===== src/rtl/if_prefetch_queue.sv =====
// Instruction-fetch front end: PC generator, single-outstanding imem port and
// an in-order prefetch queue that presents one {PC, PC+4, Inst} word to ID.
module if_prefetch_queue #(
  parameter int              XLEN     = 32,
  parameter int              DEPTH    = 4,
  parameter logic [XLEN-1:0] RESET_PC = '0
) (
  input  logic                       Clk,
  input  logic                       Clrn,
  input  logic                       stall,
  input  logic                       redirect,
  input  logic [XLEN-1:0]            redirect_pc,
  output logic                       imem_req,
  output logic [XLEN-1:0]            imem_addr,
  input  logic                       imem_rvalid,
  input  logic [31:0]                imem_rdata,
  output logic                       out_valid,
  output logic [XLEN-1:0]            out_PC,
  output logic [XLEN-1:0]            out_PC4,
  output logic [31:0]                out_Inst,
  output logic [$clog2(DEPTH+1)-1:0] count
);

  localparam int CW = $clog2(DEPTH + 1);
  localparam int PW = $clog2(DEPTH);
  localparam logic [CW:0] DEPTH_W = (CW + 1)'(DEPTH);

  logic [XLEN-1:0] fpc_q, fpc_d;
  logic [XLEN-1:0] req_pc_q, req_pc_d;
  logic            busy_q, busy_d;
  logic            drop_q, drop_d;
  logic [PW-1:0]   rd_ptr_q, rd_ptr_d;
  logic [PW-1:0]   wr_ptr_q, wr_ptr_d;
  logic [CW-1:0]   count_q, count_d;
  logic [XLEN-1:0] pc_mem_q [DEPTH];
  logic [XLEN-1:0] pc_mem_d [DEPTH];
  logic [31:0]     inst_mem_q [DEPTH];
  logic [31:0]     inst_mem_d [DEPTH];

  logic            resp;
  logic            issue;
  logic            push;
  logic            pop;
  logic            head_valid;
  logic [CW:0]     occ;

  always_comb begin
    // A strobe with nothing outstanding (e.g. left over from before reset) is ignored.
    resp       = imem_rvalid & busy_q;
    occ        = {1'b0, count_q} + {{CW{1'b0}}, busy_q};
    issue      = Clrn & ~redirect & (~busy_q | resp) & (occ < DEPTH_W);
    head_valid = (count_q != '0);
    pop        = head_valid & ~stall & ~redirect;
    push       = resp & ~drop_q & ~redirect;

    fpc_d      = fpc_q;
    req_pc_d   = req_pc_q;
    busy_d     = busy_q;
    drop_d     = drop_q;
    rd_ptr_d   = rd_ptr_q;
    wr_ptr_d   = wr_ptr_q;
    count_d    = count_q;
    pc_mem_d   = pc_mem_q;
    inst_mem_d = inst_mem_q;

    if (resp) drop_d = 1'b0;

    if (issue) begin
      fpc_d    = fpc_q + XLEN'(4);
      req_pc_d = fpc_q;
      busy_d   = 1'b1;
    end else if (resp) begin
      busy_d = 1'b0;
    end

    if (redirect) begin
      fpc_d    = {redirect_pc[XLEN-1:2], 2'b00};
      rd_ptr_d = wr_ptr_q;
      count_d  = '0;
      // The in-flight fetch belongs to the old path; swallow it when it lands.
      if (busy_q & ~resp) drop_d = 1'b1;
    end else begin
      if (push) begin
        pc_mem_d[wr_ptr_q]   = req_pc_q;
        inst_mem_d[wr_ptr_q] = imem_rdata;
        wr_ptr_d             = wr_ptr_q + PW'(1);
      end
      if (pop) rd_ptr_d = rd_ptr_q + PW'(1);
      case ({push, pop})
        2'b10:   count_d = count_q + CW'(1);
        2'b01:   count_d = count_q - CW'(1);
        default: count_d = count_q;
      endcase
    end
  end

  always_ff @(posedge Clk or negedge Clrn) begin
    if (!Clrn) begin
      fpc_q      <= RESET_PC;
      req_pc_q   <= '0;
      busy_q     <= 1'b0;
      drop_q     <= 1'b0;
      rd_ptr_q   <= '0;
      wr_ptr_q   <= '0;
      count_q    <= '0;
      pc_mem_q   <= '{default: '0};
      inst_mem_q <= '{default: '0};
    end else begin
      fpc_q      <= fpc_d;
      req_pc_q   <= req_pc_d;
      busy_q     <= busy_d;
      drop_q     <= drop_d;
      rd_ptr_q   <= rd_ptr_d;
      wr_ptr_q   <= wr_ptr_d;
      count_q    <= count_d;
      pc_mem_q   <= pc_mem_d;
      inst_mem_q <= inst_mem_d;
    end
  end

  assign imem_req  = issue;
  assign imem_addr = fpc_q;
  assign count     = count_q;
  assign out_valid = head_valid;
  assign out_PC    = head_valid ? pc_mem_q[rd_ptr_q] : '0;
  assign out_PC4   = head_valid ? pc_mem_q[rd_ptr_q] + XLEN'(4) : '0;
  assign out_Inst  = head_valid ? inst_mem_q[rd_ptr_q] : '0;

endmodule


===== config.mk =====
export PLATFORM = sky130hd
export DESIGN_NAME = if_prefetch_queue
export DESIGN_NICKNAME = d
export VERILOG_FILES = /design/src/rtl/if_prefetch_queue.sv
export SDC_FILE = /design/constraint.sdc
export NUM_CORES = 1
export LEC_CHECK = 0
export ABC_CLOCK_PERIOD_IN_PS = 2960
export CORE_ASPECT_RATIO = 1.4
export CORE_UTILIZATION = 55
export CTS_BUF_LIST = sky130_fd_sc_hd__clkbuf_4
export CTS_CLUSTER_SIZE = 10
export DETAILED_ROUTE_END_ITERATION = 12
export HOLD_SLACK_MARGIN = 0.02
export PLACE_DENSITY = 0.8
export SKIP_LAST_GASP = 1
export SLEW_MARGIN = 20
export SYNTH_ARGS = -nofsm -noshare
export SYNTH_HDL_FRONTEND = slang
export SYNTH_SLANG_ARGS = --single-unit

===== constraint.sdc =====
create_clock -name Clk -period 2.96 [get_ports Clk]
set_input_delay 0.296 -clock Clk [delete_from_list [all_inputs] [get_ports Clk]]
set_output_delay 0.296 -clock Clk [all_outputs]
set_load 0.005 [all_outputs]

## Word-level counts from Yosys, hierarchy flattened

Cells that the tools add are included.

- Input port bits: 69
- Logic and storage cells: 76
- Flip-flop bits (word level): 329

- Muxes and demuxes: 24
- Equal/unequal tests: 2
- Bitwise gates (word level): 17
- Add/subtract/negate cells: 7
- Magnitude comparators: 4
- Reductions and logical operators: 7

Operators by type and width:

| kind | number |
|---|---|
| $mux 32 | 10 |
| $bwmux 128 | 2 |
| $bmux 32 s2 | 2 |
| $add 32x3->32 const B | 2 |
| $demux 32 s2 | 1 |
| $and 1x1->1 | 9 |
| $ge 3x3->1 const B | 2 |
| $not 2->3 | 2 |
| $pmux 3 s2 | 1 |
| $reduce_bool 2->1 | 3 |
| $reduce_bool 3->1 | 2 |
| $mux 1 | 5 |
| $not 1->1 | 5 |
| $add 2x1->2 const B | 2 |
| $add 3x1->4 | 1 |
| $lt 4x3->1 const B | 1 |
| $mux 2 | 2 |
| $add 3x1->3 const B | 1 |
| $lt 3x1->1 const B | 1 |
| $mux 3 | 1 |
| $sub 3x1->3 const B | 1 |
| $eq 2x1->1 const B | 1 |
| $eq 2x2->1 const B | 1 |
| $reduce_and 2->1 | 1 |
| other kinds (2) | 2 |

## Longest topological paths before layout

Gate-level depths: netlist (run 1).

- Depth in word-level cells: 6
- Depth in mapped cells: 8
- Depth with buffers taken out: 6

## Least setup slack after synthesis (run 1)

OpenSTA, ideal clock, no wires.

- Path kind: register -> output
- Start: register rd_ptr_q[0]
- End: output port out_PC4[28]
- Cell stages (with the launch flop): 9
- Data required time: 2.664 ns
- Data arrival time: 2.405 ns
- Path slack: 0.259 ns
- Path buffers: 2
- Cells stage by stage: dfrtp_1 -> buf_6 -> buf_12 -> mux4_2 -> ha_1 -> nand3_2 -> or4_1 -> nor3_1 -> mux2_1

- Word-level cells in the longest chain between the ends: 6

Ends and longest elaborated chain:

| element | line | source |
|---|---|---|
| start: declaration | 32 | `logic [PW-1:0] rd_ptr_q, rd_ptr_d;` |
| start signal: assignment | 113 | `rd_ptr_q <= rd_ptr_d;` |
| $not 2->3 (not written as such) | 126 | `assign out_PC4 = head_valid ? pc_mem_q[rd_ptr_q] + XLEN'(4) : '0;` |
| $bmux 32 s2 | 126 |  |
| $mux 32 (not written as such) (2 in series) | 126 |  |
| $add 32x3->32 | 126 |  |
| $mux 32 | 126 |  |
| end: declaration | 19 | `output logic [XLEN-1:0] out_PC4,` |

Every way passes these cells. The select of a mux whose other input is x is not followed.

## Worst setup path in the final report (run 1)

- Start: register rd_ptr_q[0]
- End: output port out_PC4[30]

The elaborated chain is that of the path after synthesis.

==> impl_metrics.env, run 1 <==
export IMPL_cts_root_buf="clkbuf_4"
export IMPL_clockBufferDepth=3
export IMPL_fin_cells=1880
export IMPL_port_buffers=193
export IMPL_ir_worst_vdd_mv=0.342
export IMPL_dieArea_um2=28400
export IMPL_synth_top_area_share_pct=52.1
export IMPL_drc=0
export IMPL_crit_chain="buf_12, mux4_2, nand4_1, buf_6, or4_4, nor3_4, mux2_4, buf_6"
export IMPL_syn_to_final_growth_pct=31.7
export IMPL_core_um2=27000
export IMPL_regToRegStartpoint="count[1]"
export IMPL_synth_async_sr_flop_share_pct=100
export IMPL_crit_arrival_ns=3.34
export IMPL_skew_ns=0.0408
export IMPL_path_common_cell="buf_6"
export IMPL_cp_buffers_inverters=3
export IMPL_outcome="complete, but fails checks"
export IMPL_worst_path_max_delay_cell="or4_4"
export IMPL_start_util_pct=56.4
export IMPL_ys_flop_type="dfrtp_1"
export IMPL_setup_ws_ns=-0.676
export IMPL_finalSetupViolCount=60
export IMPL_io_pins=202
export IMPL_synth_most_common_cell="dfrtp_1"
export IMPL_htreeDepth=3
export IMPL_synthTopCellsByArea="dfrtp_1, mux2_2, mux4_2"
export IMPL_slew_limit_headroom_pct=37.4
export IMPL_grt_usage_pct=26.8
export IMPL_seq_area_um2=7940
export IMPL_rrSetupSlack_ns=0.54
export IMPL_clk_pin_slew_ns=0.06
export IMPL_start_kind="register"
export IMPL_syn_cell_area_um2=15200
export IMPL_grt_pass1_vias=11336
export IMPL_startpoint="rd_ptr_q[0]"
export IMPL_multi_input_area_um2=7320
export IMPL_cpPeakStageDelay_ns=0.58
export IMPL_cp_depth=8
export IMPL_seq_area_frac_synth_pct=52.1
export IMPL_num_rows=71
export IMPL_clock_sinks=317
export IMPL_synth_edf_count=0
export IMPL_yosysWarnings=0
export IMPL_drt_wl_total_um=38000
export IMPL_grt_pass1_wl_um=58200
export IMPL_drt_iter0_markers=414
export IMPL_total_power_uw=17500
export IMPL_firstDrtPassIters=5
export IMPL_nFillCells=1751
export IMPL_crit_end="out_PC4[30]"
export IMPL_vias=10602
export IMPL_worstRegToRegCells=7
export IMPL_critPathRequiredTime_ns=2.66
export IMPL_clk_latency_ns=0.71
export IMPL_tns_ns=-20.72
export IMPL_drt_wirelength_per_cell_um=20.2
export IMPL_gp_congestion=0.893
export IMPL_final_net_count=1536
export IMPL_rsz0062_at_grt="true"
export IMPL_synth_area_per_cell_um2=13.8
export IMPL_drive_above_1_share_pct=50.0
export IMPL_dp_cells=1672
export IMPL_netlist_instances=1106
export IMPL_netlist_top_cells_count="dfrtp_1, mux2_2, and2_1"
export IMPL_min_period_ns=3.64
export IMPL_antenna_found_initial=1
export IMPL_die_w_um=143
export IMPL_max_slew_worst_pin_slew_ns=0.939
export IMPL_grt_ovfl_total=0
export IMPL_min_path_type="in -> reg"
export IMPL_path_max_fanout=7
export IMPL_synth_seq_cells=317
export IMPL_yosys_area_top_type="dfrtp_1"
export IMPL_endpoint_kind="output port"
export IMPL_path_class="reg -> out"
export IMPL_violations="setup timing"
export IMPL_drv_slew=0
export IMPL_power_density_nw_per_um2=871
export IMPL_vias_per_cell=5.64
export IMPL_ys_types=57
export IMPL_dp_hpwl_um=22800
export IMPL_grt_max_degree=179
export IMPL_timing_max_cap_violations=0
export IMPL_min_period_over_period_pct=123
export IMPL_p_leak_uw=0.00960
export IMPL_crit_family="simple AND/OR/NAND/NOR gates"
export IMPL_dp_slack_ns=-0.277
export IMPL_final_hold_violation_count=0
export IMPL_worst_r2r_endpoint="count[2]"
export IMPL_fp_dieH_um=199
export IMPL_tritoncts="built"
export IMPL_cts_made_buffers=78
export IMPL_antenna_left=0
export IMPL_timing_fmax_mhz=275
-- worst register-to-register path: stages (launching register included) --
cell     delay, ns
dfrtp_2       0.46
nor3_4        0.22
buf_4         0.45
nor4b_1       0.17
fa_1          0.42
xnor2_1       0.15
or3_1         0.32
a21oi_1       0.14
-- routing by layer --
metal  share of wire (%)  track usage [%]  vias to the layer above  wire length, um
met5                   0                0                        -                0
met4                 3.9             12.9                        0             1500
met3                 4.7             5.01                       95             1800
met2                  52             46.9                      344            19800
met1                  39             31.6                     5425            15000
li1                    -                -                     4738                -
-- state kept, by name, summed over array words and instances, names as in the netlist --
name,flops
busy_q,1
rd_ptr_q,2
pc_mem_q,120
count,3
wr_ptr_q,2
imem_addr,30
req_pc_q,30
drop_q,1
inst_mem_q,128
-- layout make-up --
type / instances / area share (%)
antenna: 1 / 0.0125
clock buffer: 115 / 4.30
clock inverter: 19 / 0.636
inverter: 16 / 0.337
multi-input combinational: 708 / 36.5
sequential: 317 / 39.6
tap: 365 / 2.28
timing repair buffer: 339 / 16.4
-- placed cells by master (no fill, tap or decap), drive strengths merged, types with 2 or more instances in the layout --
master,instances
clkdlybuf4s50,106
conb,6
nand4,9
clkdlybuf4s15,4
o21ai,34
and4,6
o21a,2
a21oi,7
a31oi,2
xnor2,37
nand2,53
or4,4
clkinv,17
xor2,9
nor3,12
inv,16
buf,191
dlygate4sd2,15
mux4,62
bufinv,2
dlymetal6s2s,9
mux2i,2
and2,61
clkbuf,127
and3,4
or3,9
dlygate4sd3,2
nor4,20
nor2b,2
dfrtp,317
nor2,40
o31ai,2
ha,6
mux2,290
nand3,17
-- report_power, final --
part	switching (uW)	internal (uW)	leakage [uW]	total, uW
clock	1690	1950	0.000594	3640
sequential	1040	5910	0.00409	6940
combinational	2740	4160	0.00492	6900
-- cell families after synthesis --
kind of cell               count (synthesis)  share of synthesized area [%]
muxes                                    354                           31.0
DFF                                      317                           52.1
and+or+nand+nor                          242                           8.97
buffers and inverters                     86                           2.70
AOI/OAI and AO/OA                         53                           1.95
xor gates and xnor gates                  46                           2.64
adders and majority gates                  7                          0.624
other                                      1                         0.0246
-- worst min-delay path by stage --
| stage | startpoint | endpoint | slack [ns] | cells past startpoint |
|---|---|---|---|---|
| 6_report | redirect | count[0] | 0.11 | 2 |
| 5_1_grt | redirect | count[0] | 0.10 | 2 |
| 3_3_place_gp | Clrn | busy_q | 0.15 | 1 |
| 2_1_floorplan | Clrn | busy_q | 0.0004 | 0 |
| 3_5_place_dp | Clrn | busy_q | 0.15 | 1 |
| 4_1_cts | redirect | count[0] | 0.05 | 2 |
-- metrics by stage --
step / hold WS (ns) / util [%] / cell area, um2
global route: 0.101 / 74.3 / 20100
detailed placement: 0.153 / 66.5 / 17900
global placement: 0.151 / 66.5 / 17900
CTS: 0.0523 / 72.9 / 19700
floorplan: 0.000409 / - / 15300
finish: 0.108 / 74.3 / 20100
-- what timing repair did --
item / 4_1_cts / 5_1_grt
buffers inserted: 47 / 35
resized for setup: 337 / 120
hold buffers: 2 / 0
pin swaps: 43 / 35
hold endpoints to repair: 221 / 0
endpoints found under the setup margin: 91 / 84
gates cloned: 2 / 0
No activity file was read; power rests on OpenSTA's default activity.
==> run 2: changes to the inputs <==
--- a/config.mk
+++ b/config.mk
@@ -5,6 +5,7 @@
 export SDC_FILE = /design/constraint.sdc
 export NUM_CORES = 1
 export LEC_CHECK = 0
+export ABC_AREA = 0
 export ABC_CLOCK_PERIOD_IN_PS = 2960
 export CORE_ASPECT_RATIO = 1.4
 export CORE_UTILIZATION = 55
==> results of run 2 <==
Final layout, timing and power as in run 1 (identical DEF).
